$ cat config.mk
export PLATFORM = sky130hd
export DESIGN_NAME = sseg4_capture
export DESIGN_NICKNAME = d
export VERILOG_FILES = /design/src/rtl/sseg_pkg.sv /design/src/rtl/sseg_pattern_decoder.sv /design/src/rtl/sseg4_capture.sv
export SDC_FILE = /design/constraint.sdc
export NUM_CORES = 1
export LEC_CHECK = 0
export ABC_CLOCK_PERIOD_IN_PS = 5500
export CAP_MARGIN = 20
export CORE_ASPECT_RATIO = 0.75
export CORE_MARGIN = 2
export CORE_UTILIZATION = 50
export DETAILED_ROUTE_END_ITERATION = 12
export PLACE_DENSITY = 0.73
export SKIP_CTS_REPAIR_TIMING = 1
export SYNTH_ARGS = -nofsm -noshare
export SYNTH_HDL_FRONTEND = slang
export SYNTH_SLANG_ARGS = --single-unit
$ cat constraint.sdc
create_clock -name clock -period 5.5 [get_ports clock]
set_input_delay 0.825 -clock clock [delete_from_list [all_inputs] [get_ports clock]]
set_output_delay 0.825 -clock clock [all_outputs]
set_load 0.05 [all_outputs]
$ cat src/rtl/sseg_pkg.sv
// sseg_pkg: shared seven-segment pattern constants and anode helpers for the capture path
package sseg_pkg;
    localparam logic [6:0] SSEG_HEX [16] = '{
        7'b1000000, 7'b1111001, 7'b0100100, 7'b0110000,
        7'b0011001, 7'b0010010, 7'b0000010, 7'b1111000,
        7'b0000000, 7'b0010000, 7'b0001000, 7'b0000011,
        7'b1000110, 7'b0100001, 7'b0000110, 7'b0001110
    };
    localparam logic [6:0] SSEG_MINUS = 7'b0111111;
    localparam logic [6:0] SSEG_BLANK = 7'b1111111;
    localparam logic [3:0] AN_NONE    = 4'b1111;

    // Digit index of an active-low one-hot anode code; only meaningful for legal codes.
    function automatic logic [1:0] an_index(input logic [3:0] an);
        return an == 4'b1110 ? 2'd0 : an == 4'b1101 ? 2'd1 : an == 4'b1011 ? 2'd2 : 2'd3;
    endfunction
endpackage

$ cat src/rtl/sseg_pattern_decoder.sv
// sseg_pattern_decoder: maps an active-low segment pattern back to a hex nibble
// Ports: i_seg pattern in; o_nibble decoded value, o_is_minus for the minus glyph,
//        o_known when i_seg matches one of the sixteen hex glyphs.
module sseg_pattern_decoder
    import sseg_pkg::*;
(
    input  logic [6:0] i_seg,
    output logic [3:0] o_nibble,
    output logic       o_is_minus,
    output logic       o_known
);
    always_comb begin
        o_nibble = 4'h0;
        o_known  = 1'b0;
        for (int i = 0; i < 16; i++) begin
            if (i_seg == SSEG_HEX[i]) begin
                o_nibble = 4'(i);
                o_known  = 1'b1;
            end
        end
    end

    assign o_is_minus = i_seg == SSEG_MINUS;
endmodule

$ cat src/rtl/sseg4_capture.sv
// sseg4_capture: rebuilds a four-digit value and sign from a multiplexed seven-segment pin bus
// Ports: clock, reset (async, active-low); seg/dp/an display pins in;
//        data/sign last complete frame, frame_valid strobe on update,
//        err strobe on bad anode code or unknown glyph, stale while no digit has been captured recently.
module sseg4_capture
    import sseg_pkg::*;
#(
    parameter int SETTLE    = 4,
    parameter int TIMEOUT_W = 20
) (
    input  logic        clock,
    input  logic        reset,
    input  logic [6:0]  seg,
    input  logic        dp,
    input  logic [3:0]  an,
    output logic [15:0] data,
    output logic        sign,
    output logic        frame_valid,
    output logic        err,
    output logic        stale
);
    localparam int CW = $clog2(SETTLE);

    logic [3:0]           r_an;
    logic [6:0]           r_seg;
    logic                 r_dp;
    logic [10:0]          r_prev;
    logic [CW-1:0]        r_cnt;
    logic [15:0]          r_shadow;
    logic                 r_sign_sh;
    logic [3:0]           r_mask;
    logic [TIMEOUT_W-1:0] r_wd;

    logic [3:0] w_nibble;
    logic [3:0] w_sel;
    logic [1:0] w_idx;
    logic       w_is_minus;
    logic       w_known;
    logic       w_same;
    logic       w_sample;
    logic       w_blank;
    logic       w_onehot;
    logic       w_minus_ok;
    logic       w_capture;
    logic       w_bad;
    logic       w_full;
    logic       w_expire;
    logic       w_unused;

    sseg_pattern_decoder u_dec (
        .i_seg      (r_seg),
        .o_nibble   (w_nibble),
        .o_is_minus (w_is_minus),
        .o_known    (w_known)
    );

    // dp is captured with the bus but carries nothing that is decoded
    assign w_unused   = r_dp;
    assign w_sel      = ~r_an;
    assign w_idx      = an_index(r_an);
    assign w_same     = {r_an, r_seg} == r_prev;
    // r_cnt counts equal consecutive pairs, so SETTLE identical registered values
    // are seen when an equal pair arrives with SETTLE-2 already counted
    assign w_sample   = w_same && r_cnt == CW'(SETTLE - 2);
    assign w_blank    = r_an == AN_NONE;
    assign w_onehot   = w_sel != 4'h0 && (w_sel & (w_sel - 4'h1)) == 4'h0;
    assign w_minus_ok = w_is_minus && w_idx == 2'd3;
    assign w_capture  = w_sample && w_onehot && (w_known || w_minus_ok);
    assign w_bad      = w_sample && !w_blank && !(w_onehot && (w_known || w_minus_ok));
    assign w_full     = r_mask == 4'hF;
    // a capture on the expiry edge wins over the watchdog
    assign w_expire   = !w_capture && &r_wd;

    always_ff @(posedge clock or negedge reset) begin
        if (!reset) begin
            r_an        <= AN_NONE;
            r_seg       <= SSEG_BLANK;
            r_dp        <= 1'b1;
            r_prev      <= {AN_NONE, SSEG_BLANK};
            r_cnt       <= '0;
            r_shadow    <= '0;
            r_sign_sh   <= 1'b0;
            r_mask      <= 4'h0;
            r_wd        <= '0;
            data        <= 16'h0000;
            sign        <= 1'b0;
            frame_valid <= 1'b0;
            err         <= 1'b0;
            stale       <= 1'b0;
        end else begin
            r_an        <= an;
            r_seg       <= seg;
            r_dp        <= dp;
            r_prev      <= {r_an, r_seg};
            r_cnt       <= !w_same ? '0 : (r_cnt == CW'(SETTLE - 1) ? r_cnt : r_cnt + 1'b1);
            frame_valid <= w_full;
            err         <= w_bad;
            if (w_full) begin
                data <= r_shadow;
                sign <= r_sign_sh;
            end
            if (w_capture) begin
                r_shadow[{w_idx, 2'b00} +: 4] <= w_minus_ok ? 4'h0 : w_nibble;
                if (w_idx == 2'd3)
                    r_sign_sh <= w_minus_ok;
            end
            r_mask <= (w_full || w_expire) ? 4'h0 : (w_capture ? r_mask | w_sel : r_mask);
            r_wd   <= w_capture ? '0 : (&r_wd ? r_wd : r_wd + 1'b1);
            stale  <= w_capture ? 1'b0 : (w_expire ? 1'b1 : stale);
        end
    end
endmodule

==> results of run 1 <==
where the power goes:
group          internal, mW  leakage (nW)  switching (mW)
clock network         0.236         0.105           0.218
registers             0.640          1.10          0.0169
logic                0.0262         0.904          0.0332
total                 0.902          2.11           0.268
worst paths after layout:
| kind | endpoint | startpoint | cells after the start | slack, ps |
|---|---|---|---|---|
| max | r_wd[16] | r_an[2] | 10 | 2440 |
| max in group asynchronous | data[1] | reset | 2 | 4460 |
| max reg2reg | r_wd[16] | r_an[2] | 10 | 2440 |
| min in group clock | r_prev[7] | r_an[0] | 0 | 450 |
| min reg2reg | r_prev[7] | r_an[0] | 0 | 450 |
| min | data[13] | reset | 1 | 420 |
cell usage in the layout, fill, tap and decap left out, drive strengths merged, types with 2 or more instances in the layout:
cell           instances
nand4                  8
nand3b                 4
xor2                  16
inv                    7
nand3                 12
ha                     7
nor2b                  3
and4                   5
nand2                 70
nor2                  37
dfrtp                 63
and3                  11
buf                    3
or3b                   2
o2111ai                2
a311oi                 2
and2                   4
mux2                  17
dfstp                 22
xnor2                 18
nand2b                 2
clkbuf                13
nor4                   4
nor3                   6
and3b                  2
a21oi                  6
or4                    3
o32ai                  4
a32oi                  2
and4b                  2
clkdlybuf4s50         31
routing by layer:
metal / global-route usage, % / wire length [µm]
met5: 0 / 0
met4: 7.564 / 141
met3: 4.474 / 285
met2: 29.43 / 3307
met1: 24.68 / 3608
per-stage QoR:
stage          setup slack [ps]  power, mW  util, %  cells
6_report                   2445      1.170    58.95    508
3_5_place_dp               2444     0.7263    56.14    491
3_3_place_gp               2521     0.7235    56.14    491
4_1_cts                    2440      1.184    58.70    507
2_1_floorplan              2624     0.6985        -    372
5_1_grt                    2230      1.218    58.95    508
layout make-up:
class                      instances  share of cell area (%)
tap                              105                   2.827
inverter                           5                  0.4039
multi-input combinational        263                   38.64
clock buffer                      13                   3.419
sequential                        85                   46.37
clock inverter                     3                  0.9155
timing repair buffer              34                   7.431
flip-flops by register name (all words and copies together), names as in the netlist, 2 cells and up:
register / cells
r_shadow: 16
r_seg: 7
r_cnt: 2
data: 16
r_an: 4
r_prev: 11
r_wd: 20
r_mask: 4
logic make-up (layout without fill, tap and decap cells):
kind of cell    Yosys count  after routing
mux                      18             18
compound gates           25             25
xor+xnor                 34             34
buf+inv                  24             55
fa+ha+maj                 7              7
flops                    85             85
simple gates            179            179
critical path, cell delays in order (launching register included):
cell      delay [ps]
dfstp_2          660
xor2_1           150
and3_1           260
inv_1            150
ha_1             270
nand2_1           80
nor4_1            70
nor3_1           320
nand4b_4         310
and3b_2          450
a311oi_1         250
==> metrics, run 1 <==
DR vias=2729; Die Width=108.2 µm; syn avg cell area=10.94 µm²; top cells by count, synth=nand2_1 (70), dfrtp_1 (63), nor2_1 (37), dfstp_2 (22), xnor2_1 (18); setup violation total in the final timing report=0; YS warnings=0; min Tclk post-route=3055 ps; Mapped Cells=372; Multi-input gate area=0.001795 mm²; flops & latches, synth=85; Storage cell area=0.002155 mm²; Slew headroom=30.61%; # diodes=0; count leader, synth=nand2_1; CP Data Arrival Time=3320 ps; CP max FO=21; Num CTS Buffers=9; Distinct cells, synth=52; GRT Util Overall=18.49%; share of layout cells above drive strength 1=15.88%; Root Buffer=clkbuf_8; Seq/Total Area, Yosys=52.92%; # fillers=668; WL final=7342 µm; DRC errors left=0; Starting Density=51.65%; hold crit path type=in2async; FMAX=327.3 MHz; Post-synth EDFFs=0; Slew @ Worst Pin=1034 ps; outcome=finished, final reports clean; grt ovf=0; hold slack final=419.5 ps; mux cell area share after synthesis=6.331%; Post-synth ARST share=100.0%; DRT Pass-1 Iters=4; first-pass GRT wire length=12650 µm; pin count of the biggest net entering global routing=86; P_leak=2.106 nW; share of the synthesized area in the top cell type=38.72%; Synth Net Count=393; vias in the first global route=2711; crit path launch type=register; CTS tree=done; Simple-Gate Fraction of Synth Area=23.20%; top_reg_cell synth=dfrtp_1; vias per inst=5.372; CTS Sinks=85; Final TNS setup=0 ps; final instance area=0.004647 mm²; top cells by area, synth=dfrtp_1 (39%), dfstp_2 (14%), nand2_1 (6.5%); WL per Instance=14.45 µm; maximum clock path buffer count=2; DIE AREA=0.008888 mm²; RD Place Congestion=0.8240; Rows=28; initial antenna violation count=0; final net count=419; Clk pin slew, worst setup/hold paths=90 ps; placed cell areas=0.004425 mm²; Tcrit/Tclk final=55.55%; Ports=34; initial drt markers=168; Synth area leader=dfrtp_1; area share of fa/ha/maj cells after synthesis=2.151%; Max Slew Vio Count=0; Final Hold Vio Count=0; required time worst endpoint=5760 ps; die height=82.15 µm; Synth Area in XOR/XNOR=7.314%; PwrDens=251.7 mW/mm²; kind of critical path=reg2reg; maximum vdd ir drop=0.0001934 V; Critical Path End Type=register; IO Port Bufs=32; Max Clock Skew=15.26 ps; main combinational cell family by area after synthesis=simple AND/OR/NAND/NOR gates; RSZ-0062 raised after global routing=no; hpwl dp=4695 µm; Mapped Area=0.004071 mm²; worst skew pair latency=360 ps; Area Growth Syn to Fin=14.14%; core footprint=0.007883 mm²; Post-DRT Antenna Nets=0; Synth Area in Compound Gates=5.101%; H-Tree Level Count=3; Max-Cap Viols=0
No activity file was read; power rests on OpenSTA's default activity.
==> run 2, diff against run 1 <==
- ABC_CLOCK_PERIOD_IN_PS: 5500 -> 2500
- PLACE_DENSITY: 0.73 -> 0.76
- clock period: 5.5 -> 2.5 ns (I/O delays scaled with it)
==> run 2 against run 1 <==
  * Cell count grew 3.1%
  * Clock skew shrank 8.8 ps
  * Worst hold slack lost 0.62 ps
  * Final area grew 4.8%
  * First-iteration DRC count grew 26%
  * Global-route usage grew 0.43 points
  * Clock power grew 140%
  * Total power grew 130%
  * Flip-flop and latch count is the same
  * Critical path type unchanged
  * Critical endpoint is now r_shadow[15]
  * Highest routed layer unchanged
==> metrics, run 2 (synthesis gave the netlist of run 1 again) <==
outcome=finished, final reports clean; Rows=28 (unchanged); Cell Int Power=2.103 mW (+130%); WL per Instance=13.77 µm (-4.7%); Starting Density=51.65% (unchanged); # diodes=0 (unchanged); Worst path slowest cell=dfstp_2; kind of critical path=reg2reg; DIE AREA=0.008888 mm² (unchanged); DRC errors left=0 (unchanged); vias in the first global route=2703 (-0.30%); hold slack final=418.9 ps (-0.6190 ps); first-pass GRT wire length=12850 µm (+1.6%); H-Tree Level Count=3 (unchanged); Flop pwr share=53.4% (-2.8 points); share of layout cells above drive strength 1=21.72% (+5.8 points); CP max FO=5 (-76%); WL final=7214 µm (-1.7%); CP Data Arrival Time=2620 ps (-700 ps); Num CTS Buffers=9 (unchanged); Final TNS setup=0 ps (unchanged); DR vias=2744 (+0.55%); max reg flops=20 (unchanged); CTS Sinks=85 (unchanged); reported net switching power=0.5780 mW (+120%); biggest regs=r_wd (20), data (16), r_shadow (16); most frequent cells in the layout=nand2_1 (69), dfrtp_1 (63), nor2_1 (37); RD Place Congestion=0.8464 (+2.7%); pre-CTS setup slack=53.73 ps (-2390 ps); commonest non-fill, non-tap cell in the layout=nand2_1; Critical Path End Type=register; Switching Fraction=21.56% (-1.3 points); Slew headroom=58.50% (+28 points); Max Clock Skew=6.499 ps (-8.763 ps); critical-path cell list=or3b_1, or4_4, o311ai_2, nand4b_4, buf_12, nand3_4, mux2_4; crit path launch type=register; Tcrit/Tclk final=95.59% (+40 points); final net count=435 (+3.8%); required time worst endpoint=2730 ps (-3030 ps); CTS tree=done; maximum vdd ir drop=0.0003582 V (+85%); min Tclk post-route=2390 ps (-665.7 ps); # fillers=638 (-4.5%); Clk pin slew, worst setup/hold paths=80 ps (about the same); GRT Util Overall=18.91% (+0.43 points); Root Buffer=clkbuf_8; P_leak=2.196 nW (+4.3%); hpwl dp=5167 µm (+10%); setup violation total in the final timing report=0 (unchanged); maximum clock path buffer count=2 (unchanged); Die Width=108.2 µm (unchanged); Post-DRT Antenna Nets=0 (unchanged); Slew @ Worst Pin=621.8 ps (-412.0 ps); RSZ-0062 raised after global routing=no; Max-Cap Viols=0 (unchanged); hold crit path type=reg2reg; largest stage delay on the critical path=530 ps (-130 ps); placed instance count=506 (+3.1%); Area Growth Syn to Fin=19.64%; grt ovf=0 (unchanged); vias per inst=5.237 (-2.5%); core footprint=0.007883 mm² (unchanged); PwrDens=550.4 mW/mm² (+120%); Ports=34 (unchanged); DRT Pass-1 Iters=4 (unchanged); pin count of the biggest net entering global routing=31 (-64%); initial antenna violation count=0 (unchanged); Final Hold Vio Count=0 (unchanged); die height=82.15 µm (unchanged); worst setup margin=110.2 ps (-2334 ps); Max Slew Vio Count=0 (unchanged); combinational power share=6.4% (+1.3 points); FMAX=418.5 MHz (+28%); Top reg by flops=r_wd; non-filler cells, final=524 (+3.1%); Buf/Inv on CP=1 (unchanged); IO Port Bufs=32 (unchanged); Clock power frac=40.2% (+1.4 points); worst skew pair latency=350 ps (about the same); initial drt markers=211 (+26%); CP top delay family=simple AND/OR/NAND/NOR gates
==> run 2: changes by cell type in the layout (fill, tap and decap cells not counted), sizes merged <==
| cell | previous run | this run |
|---|---|---|
| dlygate4sd3 | 0 | 1 |
| buf | 3 | 18 |
| inv | 7 | 5 |
| bufinv | 1 | 2 |
| clkinvlp | 0 | 1 |
==> run 2: power by group through the flow <==
stage                     clock, mW  sequential, mW  combinational (mW)
after floorplan                   0            1.44               0.105
after global placement            0            1.46               0.161
after detailed placement          0            1.46               0.165
after CTS                      1.11            1.43               0.166
after global routing           1.18            1.44               0.192
final                          1.08            1.43               0.171
==> run 2: worst paths after layout <==
check	start	end	slack [ps]	cells after the start
worst max-delay path	r_seg[6]	r_shadow[15]	110	7
worst min-delay path	r_an[3]	r_prev[10]	420	0
worst max register to register	r_seg[6]	r_shadow[15]	110	7
worst min register to register	r_an[3]	r_prev[10]	420	0
max in group asynchronous	reset	r_prev[7]	1370	3
min in group asynchronous	reset	data[5]	480	2
==> run 2: per-layer routing <==
layer	track usage, %	vias up	wire (µm)
li1	-	1357	-
met1	26.96	1326	3676
met2	28.87	49	3170
met3	4.945	12	272
met4	5.385	0	94
met5	0	-	0
==> run 2: layout make-up <==
cell class / count / area, µm² / share of cell area, %
flip-flops and latches: 85 / 2155 / 44.23
multi-input cells: 263 / 1869 / 38.38
repair buffers: 50 / 467.9 / 9.607
clock buffers: 13 / 158.9 / 3.262
well taps: 105 / 131.4 / 2.697
clock inverters: 3 / 67.56 / 1.387
inverters: 5 / 21.27 / 0.4367
==> run 2: worst reg2reg max path: stages (launching register included) <==
cell and delay, ps:
dfstp_2 530, or3b_1 390, or4_4 440, o311ai_2 110
nand4b_4 230, buf_12 130, nand3_4 120, mux2_4 320
==> run 2: through the flow <==
stage	instance area (µm²)	power [mW]	util, %
2_1_floorplan	4134	1.546	-
3_3_place_gp	4582	1.618	58.13
3_5_place_dp	4582	1.623	58.13
4_1_cts	4808	2.709	61.00
5_1_grt	4871	2.805	61.79
6_report	4871	2.681	61.79
==> run 3, diff against run 2 <==
- CAP_MARGIN: 20 -> 15
==> results of run 3 <==
Same layout as run 2: the final DEF is identical, and so are final timing and power.
